File: config.mk
export PLATFORM = sky130hd
export DESIGN_NAME = retro_pinmux
export DESIGN_NICKNAME = d
export VERILOG_FILES = /design/src/rtl/retro_pinmux_pkg.sv /design/src/rtl/retro_pinmux_pad.sv /design/src/rtl/retro_pinmux.sv
export SDC_FILE = /design/constraint.sdc
export NUM_CORES = 1
export LEC_CHECK = 0
export ABC_AREA = 1
export CAP_MARGIN = 20
export CORE_ASPECT_RATIO = 0.6
export CORE_MARGIN = 2
export CORE_UTILIZATION = 45
export CTS_CLUSTER_SIZE = 25
export DETAILED_ROUTE_END_ITERATION = 10
export GPL_TIMING_DRIVEN = 0
export PLACE_DENSITY = 0.82
export SETUP_SLACK_MARGIN = 0.5
export SYNTH_ARGS = -nofsm -noshare
export SYNTH_HDL_FRONTEND = slang
export SYNTH_SLANG_ARGS = --single-unit
File: constraint.sdc
create_clock -name clk_i -period 5.2 [get_ports clk_i]
set_input_delay 1.56 -clock clk_i [delete_from_list [all_inputs] [get_ports clk_i]]
set_output_delay 1.56 -clock clk_i [all_outputs]
set_load 0.01 [all_outputs]
File: src/rtl/retro_pinmux_pkg.sv
// retro_pinmux_pkg: shared constants and types for the runtime pad multiplexer.
//   - Register byte offsets of the native-bus register map
//   - Function index of the built-in GPIO and the idle level fed to unselected inputs
//   - Per-pad state encoding and gap counter width
package retro_pinmux_pkg;

    localparam logic [7:0] PINMUX_SEL_BASE = 8'h00;
    localparam logic [7:0] PINMUX_GPIO_OUT = 8'h40;
    localparam logic [7:0] PINMUX_GPIO_OE  = 8'h44;
    localparam logic [7:0] PINMUX_GPIO_IN  = 8'h48;
    localparam logic [7:0] PINMUX_LOCK     = 8'h4C;

    localparam int unsigned FUNC_GPIO      = 0;
    // UART/I2C/SPI receivers idle high, so a disconnected input reads 1.
    localparam logic        PINMUX_IDLE_IN = 1'b1;

    localparam int unsigned GAP_CNT_W      = 4;

    typedef enum logic {
        PAD_ACTIVE = 1'b0,
        PAD_GAP    = 1'b1
    } pad_state_e;

endpackage

File: src/rtl/retro_pinmux_pad.sv
// retro_pinmux_pad: one pad slice of the multiplexer.
//   Holds the function select, the forced-idle gap FSM and the input
//   synchroniser, and routes output/enable and synchronised input.
// Ports:
//   clk, rst         clock, asynchronous active-high reset
//   sel_we/sel_wdata select write request (already lock-gated and clamped)
//   gpio_out/oe      built-in GPIO drive for this pad (function 0)
//   fn_out/fn_oe     per-function output and enable for this pad
//   fn_in            per-function synchronised input (idle level if unselected)
//   pad_in           raw pad input
//   pad_out/pad_oe   pad drive
//   sel              current committed select (for read-back)
//   sync_in          synchronised pad input (for GPIO_IN)
module retro_pinmux_pad
    import retro_pinmux_pkg::*;
#(
    parameter int NUM_FUNCS   = 4,
    parameter int SYNC_STAGES = 2,
    parameter int SWITCH_GAP  = 4,
    parameter int FW          = $clog2(NUM_FUNCS)
) (
    input  logic                 clk,
    input  logic                 rst,
    input  logic                 sel_we,
    input  logic [FW-1:0]        sel_wdata,
    input  logic                 gpio_out,
    input  logic                 gpio_oe,
    input  logic [NUM_FUNCS-1:0] fn_out,
    input  logic [NUM_FUNCS-1:0] fn_oe,
    output logic [NUM_FUNCS-1:0] fn_in,
    input  logic                 pad_in,
    output logic                 pad_out,
    output logic                 pad_oe,
    output logic [FW-1:0]        sel,
    output logic                 sync_in
);

    pad_state_e             state_q, state_d;
    logic [GAP_CNT_W-1:0]   cnt_q, cnt_d;
    logic [FW-1:0]          sel_q, sel_d;
    logic [SYNC_STAGES-1:0] sync_q;

    always_ff @(posedge clk or posedge rst) begin
        if (rst) begin
            state_q <= PAD_ACTIVE;
            cnt_q   <= '0;
            sel_q   <= FW'(FUNC_GPIO);
            sync_q  <= '1;
        end else begin
            state_q <= state_d;
            cnt_q   <= cnt_d;
            sel_q   <= sel_d;
            sync_q  <= {sync_q[SYNC_STAGES-2:0], pad_in};
        end
    end

    // A differing select always (re)starts the gap, even mid-gap. The counter
    // leaves GAP on the edge where it would reach zero, so the pad is idle for
    // exactly SWITCH_GAP cycles after the committing edge.
    always_comb begin
        state_d = state_q;
        cnt_d   = cnt_q;
        sel_d   = sel_q;
        if (sel_we && (sel_wdata != sel_q)) begin
            sel_d   = sel_wdata;
            cnt_d   = GAP_CNT_W'(SWITCH_GAP);
            state_d = PAD_GAP;
        end else if (state_q == PAD_GAP) begin
            if (cnt_q <= GAP_CNT_W'(1)) begin
                cnt_d   = '0;
                state_d = PAD_ACTIVE;
            end else begin
                cnt_d = cnt_q - GAP_CNT_W'(1);
            end
        end
    end

    assign sync_in = sync_q[SYNC_STAGES-1];
    assign sel     = sel_q;

    always_comb begin
        pad_out = 1'b0;
        pad_oe  = 1'b0;
        for (int f = 0; f < NUM_FUNCS; f++) fn_in[f] = PINMUX_IDLE_IN;
        if (state_q == PAD_ACTIVE) begin
            if (sel_q == FW'(FUNC_GPIO)) begin
                pad_out = gpio_out;
                pad_oe  = gpio_oe;
            end else begin
                pad_out = fn_out[sel_q];
                pad_oe  = fn_oe[sel_q];
            end
            fn_in[sel_q] = sync_in;
        end
    end

endmodule

File: src/rtl/retro_pinmux.sv
// retro_pinmux: runtime-configurable pad multiplexer.
//   Bus register file (PAD_SEL, GPIO_OUT/OE/IN, LOCK) plus NUM_PADS pad slices.
// Ports:
//   clk_i, rst_i            clock, asynchronous active-high reset
//   reg_valid_i/ready_o     bus handshake, ready is a one-cycle pulse
//   reg_addr_i/wdata_i/wstrb_i/rdata_o  bus address, write data, strobes (0 = read), read data
//   fn_out_i/fn_oe_i/fn_in_o  function-side signals, bit f*NUM_PADS+p
//   pad_in_i/pad_out_o/pad_oe_o  pad-side signals
module retro_pinmux
    import retro_pinmux_pkg::*;
#(
    parameter int NUM_PADS    = 8,
    parameter int NUM_FUNCS   = 4,
    parameter int SYNC_STAGES = 2,
    parameter int SWITCH_GAP  = 4
) (
    input  logic                           clk_i,
    input  logic                           rst_i,
    input  logic                           reg_valid_i,
    output logic                           reg_ready_o,
    input  logic [7:0]                     reg_addr_i,
    input  logic [31:0]                    reg_wdata_i,
    input  logic [3:0]                     reg_wstrb_i,
    output logic [31:0]                    reg_rdata_o,
    input  logic [NUM_FUNCS*NUM_PADS-1:0]  fn_out_i,
    input  logic [NUM_FUNCS*NUM_PADS-1:0]  fn_oe_i,
    output logic [NUM_FUNCS*NUM_PADS-1:0]  fn_in_o,
    input  logic [NUM_PADS-1:0]            pad_in_i,
    output logic [NUM_PADS-1:0]            pad_out_o,
    output logic [NUM_PADS-1:0]            pad_oe_o
);

    localparam int FW = $clog2(NUM_FUNCS);

    logic [NUM_PADS-1:0] gpio_out_q, gpio_oe_q, gpio_in;
    logic                lock_q;
    logic [FW-1:0]       pad_sel [NUM_PADS];
    logic [NUM_PADS-1:0] sel_we;
    logic [FW-1:0]       sel_wdata;
    logic [31:0]         rd_data;
    logic [7:0]          word_addr;
    logic                accept, is_write;
    logic                unused_bits;

    function automatic logic [FW-1:0] clamp_sel(input logic [7:0] v);
        if (v >= 8'(NUM_FUNCS)) return '0;
        return v[FW-1:0];
    endfunction

    function automatic logic [NUM_PADS-1:0] merge_bytes(input logic [NUM_PADS-1:0] cur,
                                                        input logic [31:0] wdata,
                                                        input logic [3:0] wstrb);
        logic [NUM_PADS-1:0] res;
        for (int p = 0; p < NUM_PADS; p++) res[p] = wstrb[p/8] ? wdata[p] : cur[p];
        return res;
    endfunction

    assign word_addr   = {reg_addr_i[7:2], 2'b00};
    // Ready doubles as the busy flag: valid held through the ready cycle is not re-accepted.
    assign accept      = reg_valid_i && !reg_ready_o;
    assign is_write    = |reg_wstrb_i;
    assign sel_wdata   = clamp_sel(reg_wdata_i[7:0]);
    assign unused_bits = ^{reg_addr_i[1:0], reg_wdata_i, reg_wstrb_i};

    always_comb begin
        sel_we  = '0;
        rd_data = '0;
        for (int p = 0; p < NUM_PADS; p++) begin
            if (word_addr == PINMUX_SEL_BASE + 8'(4*p)) begin
                sel_we[p] = accept && is_write && reg_wstrb_i[0] && !lock_q;
                rd_data   = 32'(pad_sel[p]);
            end
        end
        if (word_addr == PINMUX_GPIO_OUT) rd_data = 32'(gpio_out_q);
        if (word_addr == PINMUX_GPIO_OE)  rd_data = 32'(gpio_oe_q);
        if (word_addr == PINMUX_GPIO_IN)  rd_data = 32'(gpio_in);
        if (word_addr == PINMUX_LOCK)     rd_data = 32'(lock_q);
    end

    always_ff @(posedge clk_i or posedge rst_i) begin
        if (rst_i) begin
            reg_ready_o <= 1'b0;
            reg_rdata_o <= '0;
            gpio_out_q  <= '0;
            gpio_oe_q   <= '0;
            lock_q      <= 1'b0;
        end else begin
            reg_ready_o <= accept;
            reg_rdata_o <= (accept && !is_write) ? rd_data : '0;
            if (accept && is_write) begin
                if (word_addr == PINMUX_GPIO_OUT)
                    gpio_out_q <= merge_bytes(gpio_out_q, reg_wdata_i, reg_wstrb_i);
                if (word_addr == PINMUX_GPIO_OE)
                    gpio_oe_q <= merge_bytes(gpio_oe_q, reg_wdata_i, reg_wstrb_i);
                if (word_addr == PINMUX_LOCK && reg_wstrb_i[0] && reg_wdata_i[0])
                    lock_q <= 1'b1;
            end
        end
    end

    for (genvar p = 0; p < NUM_PADS; p++) begin : g_pad
        logic [NUM_FUNCS-1:0] col_out, col_oe, col_in;

        for (genvar f = 0; f < NUM_FUNCS; f++) begin : g_fn
            assign col_out[f]              = fn_out_i[f*NUM_PADS+p];
            assign col_oe[f]               = fn_oe_i[f*NUM_PADS+p];
            assign fn_in_o[f*NUM_PADS+p]   = col_in[f];
        end

        retro_pinmux_pad #(
            .NUM_FUNCS   (NUM_FUNCS),
            .SYNC_STAGES (SYNC_STAGES),
            .SWITCH_GAP  (SWITCH_GAP),
            .FW          (FW)
        ) u_pad (
            .clk       (clk_i),
            .rst       (rst_i),
            .sel_we    (sel_we[p]),
            .sel_wdata (sel_wdata),
            .gpio_out  (gpio_out_q[p]),
            .gpio_oe   (gpio_oe_q[p]),
            .fn_out    (col_out),
            .fn_oe     (col_oe),
            .fn_in     (col_in),
            .pad_in    (pad_in_i[p]),
            .pad_out   (pad_out_o[p]),
            .pad_oe    (pad_oe_o[p]),
            .sel       (pad_sel[p]),
            .sync_in   (gpio_in[p])
        );
    end

endmodule

==> results of run 1 <==
-- metal layers --
layer	global-route usage	wire length [um]	share of wire	vias up
li1	-	-	-	2702
met4	0.0537	223	0.014	0
met2	0.348	6850	0.43	253
met5	0	0	0	-
met1	0.321	7290	0.46	2472
met3	0.0632	1530	0.096	25
-- kinds of logic (layout without fill, tap and decap cells) --
family	after synthesis	in the layout	share of synthesized area
other	1	24	0.000635
and+or+nand+nor	313	313	0.226
DFF	98	98	0.418
adders and majority gates	16	16	0.0339
xor gates and xnor gates	25	25	0.0396
buffers and inverters	157	307	0.129
AOI/OAI and AO/OA	140	140	0.152
-- registers in the layout (all words and copies together) (netlist names) --
register and flops:
lock_q 1, g_pad.u_pad.sync_q 16, reg_ready_o 1, gpio_oe_q 8
g_pad.u_pad.cnt_q 32, g_pad.u_pad.sel 16, g_pad.u_pad.state_q 8, reg_rdata_o 8
gpio_out_q 8
-- timing repair --
item	in CTS	in global routing
hold buffers	0	0
resized for setup	6	8
setup endpoints to repair	5	6
pin swaps	2	3
-- critical path, cell delays in order --
cell and delay, ns:
clkdlybuf4s50_1 0.43, o21ai_0 0.17, nand3_1 0.10, o311ai_1 0.11
inv_1 0.10, buf_4 0.14, clkdlybuf4s50_1 0.46
-- where the power goes --
group / internal, uW / switching (uW)
Clock: 373 / 281
Combinational: 109 / 87.7
Sequential: 783 / 10.7
-- how the worst max path moves through the flow --
| stage | startpoint | slack [ns] | end |
|---|---|---|---|
| CTS | fn_out_i[15] | 0.47 | pad_out_o[7] |
| global placement | rst_i | -0.38 | g_pad[2].u_pad.cnt_q[0] |
| floorplan | rst_i | 1.10 | g_pad[0].u_pad.cnt_q[0] |
| detailed placement | fn_out_i[15] | 0.41 | pad_out_o[7] |
| global route | fn_oe_i[20] | 0.50 | pad_oe_o[4] |
| finish | fn_oe_i[20] | 0.56 | pad_oe_o[4] |
-- synthesized netlist by cell type, drive strengths merged --
cell / instances
clkbuf: 7
conb: 1
a311oi: 3
a31o: 1
ha: 16
nand3: 32
a221oi: 8
dfstp: 16
nor2: 87
o31ai: 5
a21oi: 16
a31oi: 6
buf: 46
o311ai: 1
inv: 103
dfrtp: 82
o211ai: 12
o21bai: 3
nand4: 7
a221o: 2
a211oi: 8
o21a: 8
o221ai: 5
nor3: 6
nand2: 180
xnor2: 5
nor4: 1
clkinv: 1
o21ai: 62
xor2: 20
-- stage by stage --
step | hold WS [ns] | std cells | cell area (um2) | total power, uW
global placement | 0.346 | 1076 | 7540 | 997
floorplan | 0.345 | 773 | 6000 | 893
global route | 0.359 | 1093 | 7900 | 1700
CTS | 0.356 | 1093 | 7870 | 1650
finish | 0.355 | 1093 | 7900 | 1640
detailed placement | 0.347 | 1077 | 7570 | 1000
-- cell type report --
class                      instances  area, um2
inverter                         104        393
tap                              170        213
sequential                        98       2470
clock buffer                      13        240
buffer                            53        374
timing repair buffer             134       1370
clock inverter                     3       42.5
fill                            1124       4910
multi-input combinational        518       2800
==> summary.txt, run 1 <==
Yosys synthesis warning count: 0
Overflow after GRT: 0
Min-delay src: g_pad[3].u_pad.sync_q[0]
Die H: 92.8 um
Antenna violations before repair: 0
Critical path type: input pin to output pin
Reg2reg setup slack: 3.27 ns
R2R cell count: 8
Clock root cell: clkbuf_16
All-layer global routing usage: 0.227
Routability-driven placement congestion ratio: 0.980
Syn-to-layout area delta: 33.7%
Final Util: 0.617
Post-Synthesis Cells: 750
Iteration-0 DRC Markers: 451
Yosys top cell area share: 0.347
Status: finished clean
Setup crit start kind: input pin
Max-slew violation count: 0
Most frequent cells in the layout: 177 x nand2_1, 127 x clkdlybuf4s50_1, 95 x inv_1
Via-to-Cell Ratio: 4.99
Fin nets: 1,053
Ranking of synthesized cells by area: dfrtp_1 35%, nand2_1 11%, dfstp_2 7.1%, inv_1 6.1%, buf_4 5.3%
RSZ-0062 raised after global routing: false
Via count: 5,452
Share of cells above drive strength 1: 0.122
DP Worst Slack: 0.415 ns
Clk slew on worst S/H paths: 0.06 ns
Final HPWL DP: 12.0 mm
Setup TNS: 0 ns
Final setup skew: 0.00673 ns
Worst-Margin Slew: 0.815 ns
Period minus WS final: 4.64 ns
WHS Endpoint: g_pad[3].u_pad.sync_q[1]
Register area share after synthesis: 0.418
Top-level port count: 200
Post-Route WL: 15.9 mm
DRT Pass-1 Iters: 7
Static leakage: 0.00395 uW
Fmax: 216 MHz
Pin count of the biggest net entering global routing: 54
Hold Path Depth: 0
First-pass GRT wire length: 25.4 mm
Synth area leader: dfrtp_1
Vias in the first global route: 5,054
Maximum VDD drop: 156 uV
TritonCTS clock tree: done
CP Max Fanout: 1
Final period utilization: 0.892
Fin. Hold Viols: 0
Die area: 0.0141 mm2
Final setup violation count: 0
Seq cells post-synth: 98
HP Class: flop to flop
Critical path capture point type: output pin
Clock H-tree levels: 3
Slew headroom: 0.455
CTS sink cnt: 98
WP data required: 3.64 ns
Worst Path Arrival: 3.08 ns
DRC viols: 0
Commonest non-fill, non-tap cell in the layout: nand2_1
Pwr Density: 208 mW/mm2
Diode count: 0
Post-synth cell types: 44
Skew-Pair Late Insertion Delay: 0.35 ns
Cell Rows: 32
Worst R2R Start: reg_ready_o
Die Width: 152 um
Mean Syn Cell Area: 7.88 um2
Setup slack after layout: 0.563 ns
Synth Cell Area: 0.00591 mm2
WL/cell: 14.5 um
IO buf count: 133
Detail Route Antenna Nets: 0
Max Buffers Root-to-Sink: 2
Worst reg2reg path endpoint: g_pad[2].u_pad.cnt_q[0]
Maxcap violations: 0
Core Region: 0.0128 mm2
Post-CTS Setup Bufs: 0
Starting density of the core: 0.461
Num CTS Buffers: 9
(Power assumes the default switching activity.)
==> inputs of run 2 (changes only) <==
Clock period 5.2 ns to 5.9 ns, I/O delays scaled along.
==> run 2 against run 1 <==
Global-route usage is essentially flat. Wire length shrank 0.70%. Hold slack is essentially flat. Register-to-register slack gained 0.69 ns. Via count grew 0.11%. Worst setup slack gained 0.089 ns. Critical path depth is the same. Combinational power shrank 12%. Count of clock-buffer cells in the layout is the same. Largest power group unchanged. Total power shrank 12%. Sequential cell count is the same.
==> summary.txt, run 2 (synthesis results as in run 1) <==
Status: finished clean
Most frequent cells in the layout: 177 x nand2_1, 133 x clkdlybuf4s50_1, 95 x inv_1
Max Buffers Root-to-Sink: 2
Final setup violation count: 0
Pin count of the biggest net entering global routing: 54
Commonest non-fill, non-tap cell in the layout: nand2_1
Cell Rows: 32
Final HPWL DP: 12.0 mm
Maxcap violations: 0
Hold-fix buffers, CTS: 0
Slew headroom: 0.446
Fin nets: 1,053
Clock root cell: clkbuf_16
Fillers: 1,128
Routability-driven placement congestion ratio: 0.980
Fmax: 191 MHz
Die H: 92.8 um
WHS Endpoint: g_pad[3].u_pad.sync_q[1]
Pwr Density: 184 mW/mm2
Post-CTS Setup Bufs: 0
Worst reg2reg path endpoint: g_pad[2].u_pad.cnt_q[0]
Iteration-0 DRC Markers: 414
Final setup skew: 0.00702 ns
Clock H-tree levels: 3
Hold slack: 0.356 ns
Detail Route Antenna Nets: 0
Setup TNS: 0 ns
Overflow after GRT: 0
TritonCTS clock tree: done
DRT Pass-1 Iters: 6
CTS sink cnt: 98
DRC viols: 0
Vias in the first global route: 5,033
Skew-Pair Late Insertion Delay: 0.35 ns
Worst-Margin Slew: 0.828 ns
Post-CTS resize count: 0
Reg area: 0.00247 mm2
R2R cell count: 8
WP data required: 4.13 ns
Num CTS Buffers: 9
Fin. Hold Viols: 0
Maximum VDD drop: 135 uV
Reg2reg setup slack: 3.96 ns
Diode count: 0
Cell Count, Final, Fillers Out: 1,093
Syn-to-layout area delta: 32.9%
Critical path capture point type: output pin
Post-Route WL: 15.8 mm
Area occupied by multi-input gates: 0.00276 mm2
Worst R2R Start: reg_ready_o
IO buf count: 133
Final period utilization: 0.889
CP Max Fanout: 1
Max-slew violation count: 0
Hold Path Depth: 0
WL/cell: 14.4 um
All-layer global routing usage: 0.227
Starting density of the core: 0.461
Largest Register: g_pad.u_pad.cnt_q
Via-to-Cell Ratio: 4.99
Period minus WS final: 5.25 ns
Core Region: 0.0128 mm2
Via count: 5,458
Top-level port count: 200
RSZ-0062 raised after global routing: false
Setup crit start kind: input pin
Die area: 0.0141 mm2
Dpl cells: 1,077
Critical path type: input pin to output pin
Share of cells above drive strength 1: 0.115
Worst Path Arrival: 3.48 ns
Max FFs per register: 32
Clk slew on worst S/H paths: 0.06 ns
HP Class: flop to flop
Static leakage: 0.00385 uW
Antenna violations before repair: 0
Min-delay src: g_pad[3].u_pad.sync_q[0]
First-pass GRT wire length: 25.4 mm
Die Width: 152 um
==> run 2: cell count changes in the layout (fill, tap and decap cells not counted), moves of 2 or more <==
cell / change
a211oi_1: +2
a211oi_2: -2
a221oi_1: +2
a221oi_2: -2
a311oi_1: +2
a311oi_2: -2
clkdlybuf4s50_1: +6
dlygate4sd2_1: -2
dlymetal6s2s_1: -4
==> run 2: critical path, cell delays in order <==
cell	delay, ns
clkdlybuf4s50_1	0.45
inv_1	0.04
a21oi_1	0.11
a221oi_1	0.10
a211oi_1	0.32
buf_4	0.17
clkdlybuf4s50_1	0.52
==> run 2: routing by layer <==
metal,track usage,vias up,share of wire
met3,0.0632,18,0.099
met2,0.346,254,0.43
met5,0,-,0
li1,-,2703,-
met4,0.0522,0,0.013
met1,0.322,2483,0.46
==> run 2: final cells by class <==
cell class | instances | area share
inverter | 104 | 0.0500
clock inverter | 3 | 0.00542
tap | 170 | 0.0271
buffer | 53 | 0.0476
sequential | 98 | 0.315
timing repair buffer | 134 | 0.173
clock buffer | 13 | 0.0306
multi-input combinational | 518 | 0.351
==> run 2: through the flow <==
step / total power (uW) / setup slack, ns / util / instance area, um2
2_1_floorplan: 787 / 1.59 / - / 6000
3_3_place_gp: 879 / 0.112 / 0.588 / 7540
3_5_place_dp: 883 / 0.695 / 0.591 / 7570
4_1_cts: 1450 / 0.647 / 0.613 / 7850
5_1_grt: 1490 / 0.596 / 0.613 / 7850
6_report: 1450 / 0.652 / 0.613 / 7850
==> run 2: worst max-delay path by stage <==
stage	start	endpoint	slack, ns	depth (start not counted)
2_1_floorplan	rst_i	g_pad[0].u_pad.cnt_q[0]	1.59	1
3_3_place_gp	rst_i	g_pad[2].u_pad.cnt_q[0]	0.11	2
3_5_place_dp	fn_out_i[15]	pad_out_o[7]	0.69	7
4_1_cts	fn_out_i[15]	pad_out_o[7]	0.65	7
5_1_grt	fn_out_i[15]	pad_out_o[7]	0.60	7
6_report	fn_out_i[15]	pad_out_o[7]	0.65	7
==> run 2: where the power goes <==
| part | internal, uW | total (uW) | leakage, uW | switching (uW) |
|---|---|---|---|---|
| Clock | 329 | 575 | 0.000134 | 246 |
| Combinational | 96.3 | 173 | 0.00241 | 76.5 |
| Sequential | 690 | 699 | 0.00131 | 9.36 |
==> inputs of run 3 (changes only) <==
Settings changed: DONT_BUFFER_PORTS from default to 1, PLACE_DENSITY 0.82 to 0.63.
Clock period 5.9 ns to 5.6 ns, I/O delays scaled along.
==> run 3 against run 2 <==
Via count shrank 9.4%. Clock skew up 0.0021 ns. Total power grew 3.1%. Register-to-register slack worse by 0.24 ns. First-iteration DRC count is 29% lower. Clock power is 13% higher. Non-clock buffer count is 133 lower. Wire length down 6.7%. Worst setup slack gained 0.94 ns. Combinational power down 40%.
==> summary.txt, run 3 (synthesis results as in run 1) <==
Status: finished clean
RSZ-0062 raised after global routing: false
Top delay family on crit path: compound AO/OA/AOI/OAI gates
Fillers: 1,208
Final setup skew: 0.00908 ns
DRT Pass-1 Iters: 5
Share of cells above drive strength 1: 0.137
Area occupied by multi-input gates: 0.00276 mm2
Final Util: 0.511
Clock root cell: clkbuf_16
Die H: 92.8 um
Worst Path Arrival: 2.33 ns
Max FFs per register: 32
Max-slew violation count: 0
Clk slew on worst S/H paths: 0.06 ns
Static leakage: 0.00335 uW
Final HPWL DP: 11.2 mm
Via count: 4,946
Maxcap violations: 0
Fmax: 249 MHz
Maximum VDD drop: 136 uV
Fin. Hold Viols: 0
Starting density of the core: 0.461
DRC viols: 0
Area after DPL: 0.00624 mm2
Design Area, Final: 0.00655 mm2
Post-Route WL: 14.7 mm
Num CTS Buffers: 9
First-pass GRT wire length: 23.6 mm
CP Max Fanout: 1
Via-to-Cell Ratio: 5.15
Pwr Density: 228 mW/mm2
Setup crit start kind: input pin
Worst setup startpoint: fn_out_i[12]
Fin nets: 920
Final period utilization: 0.716
Core Region: 0.0128 mm2
Period minus WS final: 4.01 ns
Crit path cell chain: o21a_1, a221oi_1, a211oi_1, buf_4
Die Width: 152 um
Cell Rows: 32
Reg area: 0.00247 mm2
Syn-to-layout area delta: 10.8%
Routability-driven placement congestion ratio: 0.867
Setup TNS: 0 ns
Crit path max-delay cell type: a221oi_1
Most frequent cells in the layout: 177 x nand2_1, 95 x inv_1, 82 x dfrtp_1
Commonest non-fill, non-tap cell in the layout: nand2_1
Largest Register: g_pad.u_pad.cnt_q
Detail Route Antenna Nets: 0
Post-CTS resize count: 0
WP data required: 3.92 ns
Clock H-tree levels: 3
Overflow after GRT: 0
TritonCTS clock tree: done
Final setup violation count: 0
Vias in the first global route: 4,700
Diode count: 0
WHS Endpoint: g_pad[1].u_pad.sync_q[1]
Die area: 0.0141 mm2
Post-CTS Setup Bufs: 0
CTS sink cnt: 98
Worst R2R Start: reg_ready_o
Hold Path Depth: 0
Hold-fix buffers, CTS: 0
All-layer global routing usage: 0.210
Slew headroom: 0.442
Critical path type: input pin to output pin
Slowest Stage Delay on Critical Path: 0.24 ns
Antenna violations before repair: 0
WL/cell: 15.3 um
Skew-Pair Late Insertion Delay: 0.35 ns
Pin count of the biggest net entering global routing: 60
Worst reg2reg path endpoint: g_pad[2].u_pad.cnt_q[1]
HP Class: flop to flop
Top-level port count: 200
Max Buffers Root-to-Sink: 2
Worst-Margin Slew: 0.834 ns
Min-delay src: g_pad[1].u_pad.sync_q[0]
Reg2reg setup slack: 3.72 ns
R2R cell count: 8
Iteration-0 DRC Markers: 295
Critical path capture point type: output pin
IO buf count: 0
CP Buf/Inv Count: 1
-- run 3: per-layer routing --
| metal | part of all wire | wire length (um) | track usage | vias to the layer above |
|---|---|---|---|---|
| met4 | 0.010 | 147 | 0.0467 | 0 |
| met2 | 0.47 | 6930 | 0.345 | 179 |
| met5 | 0 | 0 | 0 | - |
| met3 | 0.075 | 1100 | 0.0580 | 15 |
| li1 | - | - | - | 2435 |
| met1 | 0.44 | 6550 | 0.280 | 2317 |
-- run 3: per-stage QoR --
step	setup WS [ns]	hold WS [ns]	instances	total power, uW
floorplan	1.38	0.345	773	829
global placement	0.270	0.346	943	849
detailed placement	1.60	0.347	944	853
CTS	1.60	0.356	960	1500
global route	1.54	0.360	960	1550
finish	1.59	0.355	960	1490
-- run 3: worst max path at each step --
stage	endpoint	slack, ns	cells after the start
3_5_place_dp	pad_out_o[4]	1.60	4
4_1_cts	pad_out_o[4]	1.60	4
5_1_grt	pad_out_o[2]	1.54	4
3_3_place_gp	g_pad[3].u_pad.state_q	0.27	1
6_report	pad_out_o[4]	1.59	4
2_1_floorplan	g_pad[0].u_pad.cnt_q[0]	1.38	1
-- run 3: power breakdown --
group	total, uW	switching (uW)	internal (uW)	leakage, uW
clock network	650	259	391	0.000153
logic	103	64.9	37.8	0.00189
registers	738	11.2	727	0.00131
total	1490	336	1160	0.00335
-- run 3: area by class of cell --
type,count,area share
inverters,104,0.0600
clock buffers,11,0.0355
clock inverters,5,0.0120
multi-input cells,518,0.421
plain buffers,53,0.0571
flip-flops and latches,98,0.377
repair buffers,1,0.00420
well taps,170,0.0325
-- run 3: worst reg2reg max path, stage by stage (launching register included) --
cell and delay (ns):
dfrtp_1 0.43, nor2_2 0.20, nand2_1 0.14, nor2_4 0.27, inv_1 0.13, nor2_1 0.18, nand2_1 0.20, nand2_1 0.12
o21ai_0 0.08
